==> src/rtl/multi_edge_detect.sv <==
// ---------------------------------------------------------------------------
// multi_edge_detect
//   Multi-channel edge detector for board-level inputs (keys, external
//   strobes). Each channel runs: async pin -> SYNC_STAGES-flop synchroniser
//   -> optional debounce filter -> registered one-cycle h2l/l2h pulses and
//   sticky event flags with a per-channel clear.
//
// Build option:
//   DEBOUNCE_EN  defined   : a level change is accepted only after the
//                            synchronised input has differed from the
//                            filtered level for DEB_CYCLES consecutive cycles.
//                undefined : no filter; the filtered level follows the
//                            synchronised input every cycle, and DEB_CYCLES
//                            is ignored.
//
// Ports:
//   clk        in   1   system clock
//   rst        in   1   synchronous, active-high reset
//   pin_in     in   CH  asynchronous raw inputs
//   evt_clr    in   CH  per-channel clear of both sticky flags
//   level_out  out  CH  filtered, synchronised level
//   h2l_sig    out  CH  one-cycle pulse on filtered 1->0
//   l2h_sig    out  CH  one-cycle pulse on filtered 0->1
//   h2l_evt    out  CH  sticky: h2l seen since the last clear
//   l2h_evt    out  CH  sticky: l2h seen since the last clear
//   evt_any    out  1   OR of every sticky flag bit
// ---------------------------------------------------------------------------
module multi_edge_detect #(
  parameter int   CH          = 4,
  parameter int   SYNC_STAGES = 2,
  parameter int   DEB_CYCLES  = 16,
  parameter logic RST_LEVEL   = 1'b1
) (
  input  logic          clk,
  input  logic          rst,
  input  logic [CH-1:0] pin_in,
  input  logic [CH-1:0] evt_clr,
  output logic [CH-1:0] level_out,
  output logic [CH-1:0] h2l_sig,
  output logic [CH-1:0] l2h_sig,
  output logic [CH-1:0] h2l_evt,
  output logic [CH-1:0] l2h_evt,
  output logic          evt_any
);

  // Elaboration-time guards on the parameter ranges this structure supports.
  if (SYNC_STAGES < 2) begin : g_bad_sync_stages
    $error("multi_edge_detect: SYNC_STAGES must be >= 2");
  end
  if (DEB_CYCLES < 1) begin : g_bad_deb_cycles
    $error("multi_edge_detect: DEB_CYCLES must be >= 1");
  end

  // -------------------------------------------------------------------------
  // Synchroniser
  // -------------------------------------------------------------------------
  logic [CH-1:0] sync_q [SYNC_STAGES];
  logic [CH-1:0] raw;

  // NOTE: the chain is reset like any other register: RST_LEVEL is the idle
  // pin level, and loading it stops a spurious edge from appearing while the
  // flops fill after reset.
  always_ff @(posedge clk) begin
    if (rst) begin
      for (int k = 0; k < SYNC_STAGES; k++) sync_q[k] <= {CH{RST_LEVEL}};
    end else begin
      // NOTE: non-blocking assignments make every stage sample its
      // predecessor's old value, so the chain really shifts by one per edge.
      sync_q[0] <= pin_in;
      for (int k = 1; k < SYNC_STAGES; k++) sync_q[k] <= sync_q[k-1];
    end
  end

  assign raw = sync_q[SYNC_STAGES-1];

  // -------------------------------------------------------------------------
  // Filtered level
  // -------------------------------------------------------------------------
  logic [CH-1:0] level_q, level_d;

`ifdef DEBOUNCE_EN
  localparam int CW = (DEB_CYCLES > 1) ? $clog2(DEB_CYCLES) : 1;
  localparam logic [CW-1:0] CNT_TERM = CW'(DEB_CYCLES - 1);

  logic [CW-1:0] cnt_q [CH];
  logic [CW-1:0] cnt_d [CH];

  // The counter tracks how long raw has disagreed with the filtered level.
  // Any cycle of agreement restarts it, so a glitch shorter than DEB_CYCLES
  // never reaches level_out.
  always_comb begin
    // NOTE: defaults first, so every path assigns every output and no latch
    // is inferred.
    level_d = level_q;
    for (int i = 0; i < CH; i++) begin
      cnt_d[i] = cnt_q[i];
      if (raw[i] == level_q[i]) begin
        cnt_d[i] = '0;
      end else if (cnt_q[i] == CNT_TERM) begin
        level_d[i] = raw[i];
        cnt_d[i]   = '0;
      end else begin
        cnt_d[i] = cnt_q[i] + CW'(1);
      end
    end
  end

  always_ff @(posedge clk) begin
    if (rst) begin
      for (int i = 0; i < CH; i++) cnt_q[i] <= '0;
    end else begin
      for (int i = 0; i < CH; i++) cnt_q[i] <= cnt_d[i];
    end
  end
`else
  always_comb begin
    level_d = raw;
  end
`endif

  // -------------------------------------------------------------------------
  // Pulses and sticky flags
  // -------------------------------------------------------------------------
  logic [CH-1:0] h2l_q, h2l_d;
  logic [CH-1:0] l2h_q, l2h_d;
  logic [CH-1:0] h2l_evt_q, h2l_evt_d;
  logic [CH-1:0] l2h_evt_q, l2h_evt_d;
  logic          evt_any_q, evt_any_d;

  always_comb begin
    // Pulses are derived from the level transition itself, so they land in
    // the same edge that updates level_out and can never both fire.
    h2l_d     = level_q & ~level_d;
    l2h_d     = ~level_q & level_d;
    // Set is OR-ed in after the clear, so a simultaneous set wins.
    h2l_evt_d = (h2l_evt_q & ~evt_clr) | h2l_d;
    l2h_evt_d = (l2h_evt_q & ~evt_clr) | l2h_d;
    evt_any_d = |(h2l_evt_d | l2h_evt_d);
  end

  always_ff @(posedge clk) begin
    if (rst) begin
      level_q   <= {CH{RST_LEVEL}};
      h2l_q     <= '0;
      l2h_q     <= '0;
      h2l_evt_q <= '0;
      l2h_evt_q <= '0;
      evt_any_q <= 1'b0;
    end else begin
      level_q   <= level_d;
      h2l_q     <= h2l_d;
      l2h_q     <= l2h_d;
      h2l_evt_q <= h2l_evt_d;
      l2h_evt_q <= l2h_evt_d;
      evt_any_q <= evt_any_d;
    end
  end

  assign level_out = level_q;
  assign h2l_sig   = h2l_q;
  assign l2h_sig   = l2h_q;
  assign h2l_evt   = h2l_evt_q;
  assign l2h_evt   = l2h_evt_q;
  assign evt_any   = evt_any_q;

endmodule

==> config.mk <==
export PLATFORM = sky130hd
export DESIGN_NAME = multi_edge_detect
export DESIGN_NICKNAME = d
export VERILOG_FILES = /design/src/rtl/multi_edge_detect.sv
export SDC_FILE = /design/constraint.sdc
export NUM_CORES = 1
export LEC_CHECK = 0
export BUFFER_PORTS_ARGS = -buffer_cell sky130_fd_sc_hd__buf_4
export CAP_MARGIN = 20
export CORE_UTILIZATION = 51
export DETAILED_ROUTE_END_ITERATION = 10
export MAX_ROUTING_LAYER = met4
export PLACE_DENSITY = 0.8
export SKIP_LAST_GASP = 1
export SLEW_MARGIN = 10
export SYNTH_ARGS = -nofsm -noshare
export SYNTH_HDL_FRONTEND = slang
export SYNTH_SLANG_ARGS = --single-unit
export TNS_END_PERCENT = 5
==> constraint.sdc <==
create_clock -name clk -period 2.5 [get_ports clk]
set_clock_uncertainty 0.15 [all_clocks]
set_input_delay 0.5 -clock clk [delete_from_list [all_inputs] [get_ports clk]]
set_output_delay 0.5 -clock clk [all_outputs]
set_load 0.1 [all_outputs]
# [Yosys cells after proc, flatten, opt, wreduce, memory -nomap -nowiden]
# Memory sizes are Yosys's and may differ from the RTL's.
# Index checks and enable logic that the tools add are counted.
[totals] reg_bits=21 ram_bits=8 inputBits=10 output_inout_bits=21 wordCells=25 memories=1
[op_classes] n_mux=5 bitwise=12 reduce_logical=1
[memory_table] memory="sync_q" depth=2 width=4 rd=2 rd_ports_with_merged_regs=0 wr=2 line_no="57" text="logic [CH-1:0] sync_q [SYNC_STAGES];"
[op_table] operator="$and A4 B4 Y4" n=4
[op_table] operator="$not A4 Y4" n=3
[op_table] operator="$or A4 B4 Y4" n=3
[op_table] operator="$mux W4" n=2
[op_table] operator="$reduce_or A4 Y1" n=1
[op_table] operator="$mux W1" n=3
[op_table] operator="$or A1 B1 Y1" n=2

# [Logic depth before layout (Yosys ltp)]
# Gate-level depths: netlist of the first run.
[logic_depth] word_depth=5 ltp_mapped=3 ltp_nobuf=3

# [Least setup slack after synthesis of the first run]
# OpenSTA, ideal clock, no wires.
[synth_timing] path_type="register to register" startpoint="register level_q[0] (netlist: level_out[0])" endpoint="register evt_any_q (netlist: evt_any)" setup_ns=0.140 arrival_ns=1.619 t_required_ns=2.210 path_slack_ns=0.591 stages_incl_launch_ff=4 path_buffers=0 period_less_slack_ns=1.909 cell_sequence="dfxtp_1 > nor2b_1 > a2111oi_4 > a41oi_2"
[synth_via] elab_chain_len=5 elab_cells_between_ends=7 classes_between="bitwise: 6; reduce/logical: 1"
[synth_rtl] element="start, declared" line_no="79" text="logic [CH-1:0] level_q, level_d;"
[synth_rtl] element="start signal, assigned" line_no="143" text="level_q <= {CH{RST_LEVEL}};"
[synth_rtl] element="start signal, assigned" line_no="150" text="level_q <= level_d;"
[synth_rtl] element="$not A4 Y4" line_no="134" text="l2h_d = ~level_q & level_d;"
[synth_rtl] element="$and A4 B4 Y4" line_no="134"
[synth_rtl] element="$or A4 B4 Y4" line_no="137" text="l2h_evt_d = (l2h_evt_q & ~evt_clr) | l2h_d;"
[synth_rtl] element="$or A4 B4 Y4 (*)" line_no="138" text="evt_any_d = |(h2l_evt_d | l2h_evt_d);"
[synth_rtl] element="$reduce_or A4 Y1 (*)" line_no="138"
[synth_rtl] element="end signal, assigned" line_no="155" text="evt_any_q <= evt_any_d;"
[synth_rtl] element="end, declared" line_no="128" text="logic evt_any_q, evt_any_d;"
# Every way passes the cells marked *; elsewhere a longest branch is shown, timed or not.
# A chain may end at the register's enable or synchronous reset.

# [Final worst setup path of the first run]
[layout_timing] startpoint="register level_q[2] (netlist: level_out[2])" endpoint="output port level_out[2]"
[layout_lines] element="end, declared" line_no="38" text="output logic [CH-1:0] level_out,"
# No word-level cell between the ends.

==> results.sh, run 1 <==
export IMPL_io_pins=31
export IMPL_vias_per_cell=4.77
export IMPL_cp_slowest_stage_delay_ps=420
export IMPL_crit_buf_inv=1
export IMPL_min_path_type="input port to flop"
export IMPL_worst_pin_slew_ps=360
export IMPL_hold_violations=0
export IMPL_vias=710
export IMPL_antenna_cells=0
export IMPL_cap_violations=0
export IMPL_grt_usage_pct=20.0
export IMPL_synthTopCellsByArea="dfxtp_1 (61%), or2_2 (7.9%), nor2_1 (4.3%)"
export IMPL_grt_pass1_vias=673
export IMPL_cts_hold_fix_buffers=0
export IMPL_cts_root_buffer="clkbuf_4"
export IMPL_final_nets=134
export IMPL_setup_viol=0
export IMPL_path_max_fanout=5
export IMPL_cp_required_ps=1850
export IMPL_ys_types=21
export IMPL_rsz0062_at_grt="false"
export IMPL_clock_path_buffers=2
export IMPL_dieArea_sq_um=2040
export IMPL_slew_violations=0
export IMPL_postRouteAntennaNets=0
export IMPL_clk_pin_slew_ps=80
export IMPL_peakVddDrop_uv=431
export IMPL_die_w_um=45.2
export IMPL_fin_crit_ps=1700
export IMPL_power_density_nw_per_um2=719
export IMPL_power_leakage_nw=0.592
export IMPL_synth_edff_count=0
export IMPL_crit_slowest_cell="dfxtp_1"
export IMPL_wire_per_inst_um=11.6
export IMPL_cts_resized=0
export IMPL_grt_pass1_wl_um=2710
export IMPL_fin_crit_sh_pct=68.1
export IMPL_post_cts_buffers=0
export IMPL_synth_warnings=0
export IMPL_firstDrtPassIters=5
export IMPL_syn_area_per_cell_sq_um=10.7
export IMPL_num_rows=15
export IMPL_cts_inserted_buffers=5
export IMPL_n_fill_cell=145
export IMPL_final_util_pct=71.8
export IMPL_synth_top_area_cell="dfxtp_1"
export IMPL_outcome="finished clean"
export IMPL_yosysSeqAreaShare_pct=61.1
export IMPL_drt_wl_total_um=1730
export IMPL_path_cells="buf_4"
export IMPL_place_hpwl_um=1250
export IMPL_synth_ff_type="dfxtp_1"
export IMPL_cp_end_kind="output port"
export IMPL_drt_iter0_drc=15
export IMPL_die_h_um=45.2
export IMPL_drcViolationCount=0
export IMPL_netlist_area_sq_um=951
export IMPL_antenna_found_initial=0
export IMPL_areaGrowthSynthToFinish_pct=31.8
export IMPL_critPathTopFamily="flip-flops"
export IMPL_cts_tree="yes"
export IMPL_port_buffers=30
export IMPL_preCtsSetupSlack_ps=1070
export IMPL_syn_nets=99
export IMPL_synth_top_area_share_pct=61.1
export IMPL_setup_tns_ps=0
export IMPL_yosysMostFrequentCell="dfxtp_1"
export IMPL_reg2reg_slack_ps=1240
export IMPL_cts_sinks=29
export IMPL_worst_skew_pair_late_latency_ps=300
export IMPL_setup_slack_ps=796
export IMPL_path_class="flop to output port"
export IMPL_max_freq_mhz=587
export IMPL_crit_arrival_ps=1050
export IMPL_synthCells=89
export IMPL_synthTopCellsByCount="dfxtp_1 (29), or2_2 (12), nor2_1 (11)"
export IMPL_htree_levels=2
export IMPL_fin_area_sq_um=1250
export IMPL_design_core_area_sq_um=1750
export IMPL_dpl_cell_area_sq_um=1200
export IMPL_gr_total_overflow=0
export IMPL_relSlewSlack_pct=75.9
export IMPL_grt_max_degree=26
export IMPL_synth_seq_cells=29
export IMPL_synthArstFlopShare_pct=0
export IMPL_initial_core_util_pct=54.5
export IMPL_holdWs_ps=228
export IMPL_gp_congestion=0.767
export IMPL_cp_start_kind="flop"
export IMPL_layout_drive_gt1_share_pct=41.9
metrics by stage:
| step | cells | power [mW] |
|---|---|---|
| 2_1_floorplan | 89 | 0.603 |
| 3_3_place_gp | 142 | 0.634 |
| 3_5_place_dp | 142 | 0.637 |
| 4_1_cts | 149 | 0.907 |
| 5_1_grt | 149 | 0.938 |
| 6_report | 149 | 0.901 |
state kept, by name, indices dropped and copies added, names as in the netlist:
name,count
sync_q,8
h2l_evt,4
h2l_sig,4
l2h_evt,4
l2h_sig,4
level_out,4
evt_any,1
worst paths after layout:
check,startpoint,to,cells after the start
worst max-delay path,level_out[2],level_out[2],1
worst min-delay path,pin_in[2],sync_q[0][2],2
worst max register to register,level_out[1],evt_any,3
worst min register to register,sync_q[0][0],sync_q[0][4],1
area by class of cell:
cell class	count	area, sq um	area share (%)
inverter	8	30.0	2.40
timing repair buffer	30	225	18.0
clock buffer	7	55.1	4.39
tap	25	31.3	2.50
sequential	29	581	46.3
multi-input combinational	50	332	26.4
cells by family after synthesis:
kind of cell | after synthesis | share of synthesized area, %
xor+xnor | 1 | 0.921
buf+inv | 10 | 4.08
simple gates | 37 | 22.1
compound gates | 12 | 11.8
flops | 29 | 61.1
placed cells by master, fill, tap and decap left out:
cell type and n:
or2_2 12, nor2_1 11, a21oi_1 5, or2b_1 1, nor2b_1 4, a2111oi_4 1, nand2b_1 5, nor2b_2 1
a221oi_1 1, clkbuf_4 5, o211a_1 1, o2111a_1 1, nand2_1 2, inv_1 8, nor2b_4 1, clkbuf_8 1
buf_4 30, clkbuf_1 1, dfxtp_1 29, o22ai_1 1, xor2_1 1, a41oi_2 1, a22oi_1 1
per-layer routing:
layer	vias to the layer above	GRT usage [%]	share of wire [%]	wire length, um
met3	4	8.00	5.4	94
met5	-	-	0	0
met4	0	10.9	1.6	28
li1	353	-	-	-
met2	27	33.0	52	900
met1	326	19.9	41	708
report_power, final:
group / internal (mW) / switching (mW)
registers: 0.478 / 0.00853
clock network: 0.133 / 0.143
logic: 0.0400 / 0.0997
total: 0.651 / 0.251
Power figures use the tool's default switching activity.
==> inputs of run 2 (changes only) <==
CORE_UTILIZATION = 43   (was 51)
PLACE_DENSITY = 0.72   (was 0.8)
clock period = 1.46 ns   (was 2.5 ns; I/O delays follow)
==> results.sh, run 2 (synthesized netlist as in run 1, its figures left out) <==
export IMPL_outcome="finished clean"
export IMPL_cts_inserted_buffers=5
export IMPL_setup_slack_ps=33.9
export IMPL_cp_depth=1
export IMPL_cts_root_buffer="clkbuf_4"
export IMPL_cp_start_kind="flop"
export IMPL_regMostFlops="sync_q"
export IMPL_fin_crit_sh_pct=97.7
export IMPL_crit_start="level_out[1]"
export IMPL_reg2reg_slack_ps=240
export IMPL_io_pins=31
export IMPL_vias_per_cell=4.58
export IMPL_die_w_um=49.0
export IMPL_path_class="flop to output port"
export IMPL_wire_per_inst_um=10.9
export IMPL_grt_pass1_vias=717
export IMPL_crit_arrival_ps=980
export IMPL_htree_levels=2
export IMPL_n_fill_cell=177
export IMPL_cp_slowest_stage_delay_ps=380
export IMPL_port_buffers=30
export IMPL_drt_iter0_drc=9
export IMPL_path_cells="buf_4"
export IMPL_final_common_cell="buf_4"
export IMPL_drt_wl_total_um=1700
export IMPL_drcViolationCount=0
export IMPL_cts_sinks=29
export IMPL_mostFrequentLayoutCells="buf_4 (28), dfxtp_1 (17), or2_2 (12)"
export IMPL_cts_tree="yes"
export IMPL_cp_required_ps=1020
export IMPL_endpoint="level_out[1]"
export IMPL_rr_worst_depth=3
export IMPL_clk_pin_slew_ps=90
export IMPL_crit_slowest_cell="dfxtp_4"
export IMPL_largest_reg_flops=8
export IMPL_place_hpwl_um=1230
export IMPL_initial_core_util_pct=47.0
export IMPL_grt_pass1_wl_um=2930
export IMPL_areaGrowthSynthToFinish_pct=38.8
export IMPL_worst_skew_pair_late_latency_ps=310
export IMPL_gr_total_overflow=0
export IMPL_postRouteAntennaNets=0
export IMPL_min_path_type="input port to flop"
export IMPL_cp_end_kind="output port"
export IMPL_rr_startpoint="sync_q[0][5]"
export IMPL_grt_usage_pct=17.3
export IMPL_post_cts_buffers=0
export IMPL_max_freq_mhz=701
export IMPL_setup_viol=0
export IMPL_peakVddDrop_uv=790
export IMPL_grt_max_degree=26
export IMPL_firstDrtPassIters=4
export IMPL_layout_drive_gt1_share_pct=50.4
export IMPL_antenna_found_initial=0
export IMPL_vias=714
export IMPL_cap_violations=0
export IMPL_fin_crit_ps=1430
export IMPL_hold_violations=0
export IMPL_dieArea_sq_um=2400
export IMPL_critPathTopFamily="flip-flops"
export IMPL_num_rows=16
export IMPL_gp_congestion=0.766
export IMPL_relSlewSlack_pct=79.5
export IMPL_crit_buf_inv=1
export IMPL_rsz0062_at_grt="true"
export IMPL_clock_path_buffers=2
export IMPL_slew_violations=0
export IMPL_path_max_fanout=4
export IMPL_preCtsSetupSlack_ps=243
export IMPL_power_density_nw_per_um2=1150
export IMPL_holdCritStartpoint="evt_clr[3]"
export IMPL_p_total_mw=1.52
export IMPL_rr_endpoint="evt_any"
export IMPL_worst_pin_slew_ps=308
export IMPL_power_leakage_nw=0.615
export IMPL_die_h_um=49.0
export IMPL_final_nets=138
export IMPL_antenna_cells=0
export IMPL_design_core_area_sq_um=2020
-- run 2: cell types whose count changed in the layout (fill, tap and decap cells not counted), sizes merged --
cell	change
clkbuf	-1
clkinv	+2
dlygate4sd3	+4
-- run 2: area by class of cell --
class / count / area (sq um) / share of cell area (%)
flip-flops and latches: 29 / 601 / 45.5
multi-input cells: 50 / 332 / 25.1
repair buffers: 34 / 273 / 20.7
clock buffers: 6 / 41.3 / 3.13
well taps: 27 / 33.8 / 2.56
inverters: 8 / 30.0 / 2.27
clock inverters: 2 / 10.0 / 0.758
-- run 2: per-stage QoR --
stage | hold slack, ps | setup TNS [ps] | instances | util (%) | area (sq um)
after CTS | 86.1 | 0 | 156 | 65.1 | 1320
after global routing | 108 | -3.35 | 156 | 65.3 | 1320
after detailed placement | 244 | 0 | 144 | 60.4 | 1220
final | 107 | 0 | 156 | 65.3 | 1320
after floorplan | 214 | 0 | 89 | - | 971
after global placement | 241 | 0 | 144 | 60.4 | 1220
-- run 2: power by group --
part / internal (mW) / total, mW / switching [mW]
Combinational: 0.0765 / 0.248 / 0.172
Sequential: 0.817 / 0.833 / 0.0156
Clock: 0.183 / 0.439 / 0.256
Total: 1.08 / 1.52 / 0.444
-- run 2: layer usage --
metal	routed length [um]	part of all wire [%]	up-vias	track usage (%)
li1	-	-	358	-
met1	738	43	326	18.1
met2	833	49	25	28.5
met3	92	5.4	5	4.67
met4	36	2.1	0	11.8
met5	0	0	-	-
-- run 2: worst min-delay path by stage --
stage	cells past startpoint	endpoint
6_report	3	l2h_evt[3]
4_1_cts	3	l2h_evt[3]
3_5_place_dp	1	sync_q[0][5]
2_1_floorplan	1	l2h_sig[0]
3_3_place_gp	1	sync_q[0][5]
5_1_grt	3	l2h_evt[2]
-- run 2: timing repair --
item	CTS	global route
resized for setup	1	1
endpoints found under the hold margin	4	0
hold buffers	4	0
gates cloned	0	0
endpoints found under the setup margin	1	2
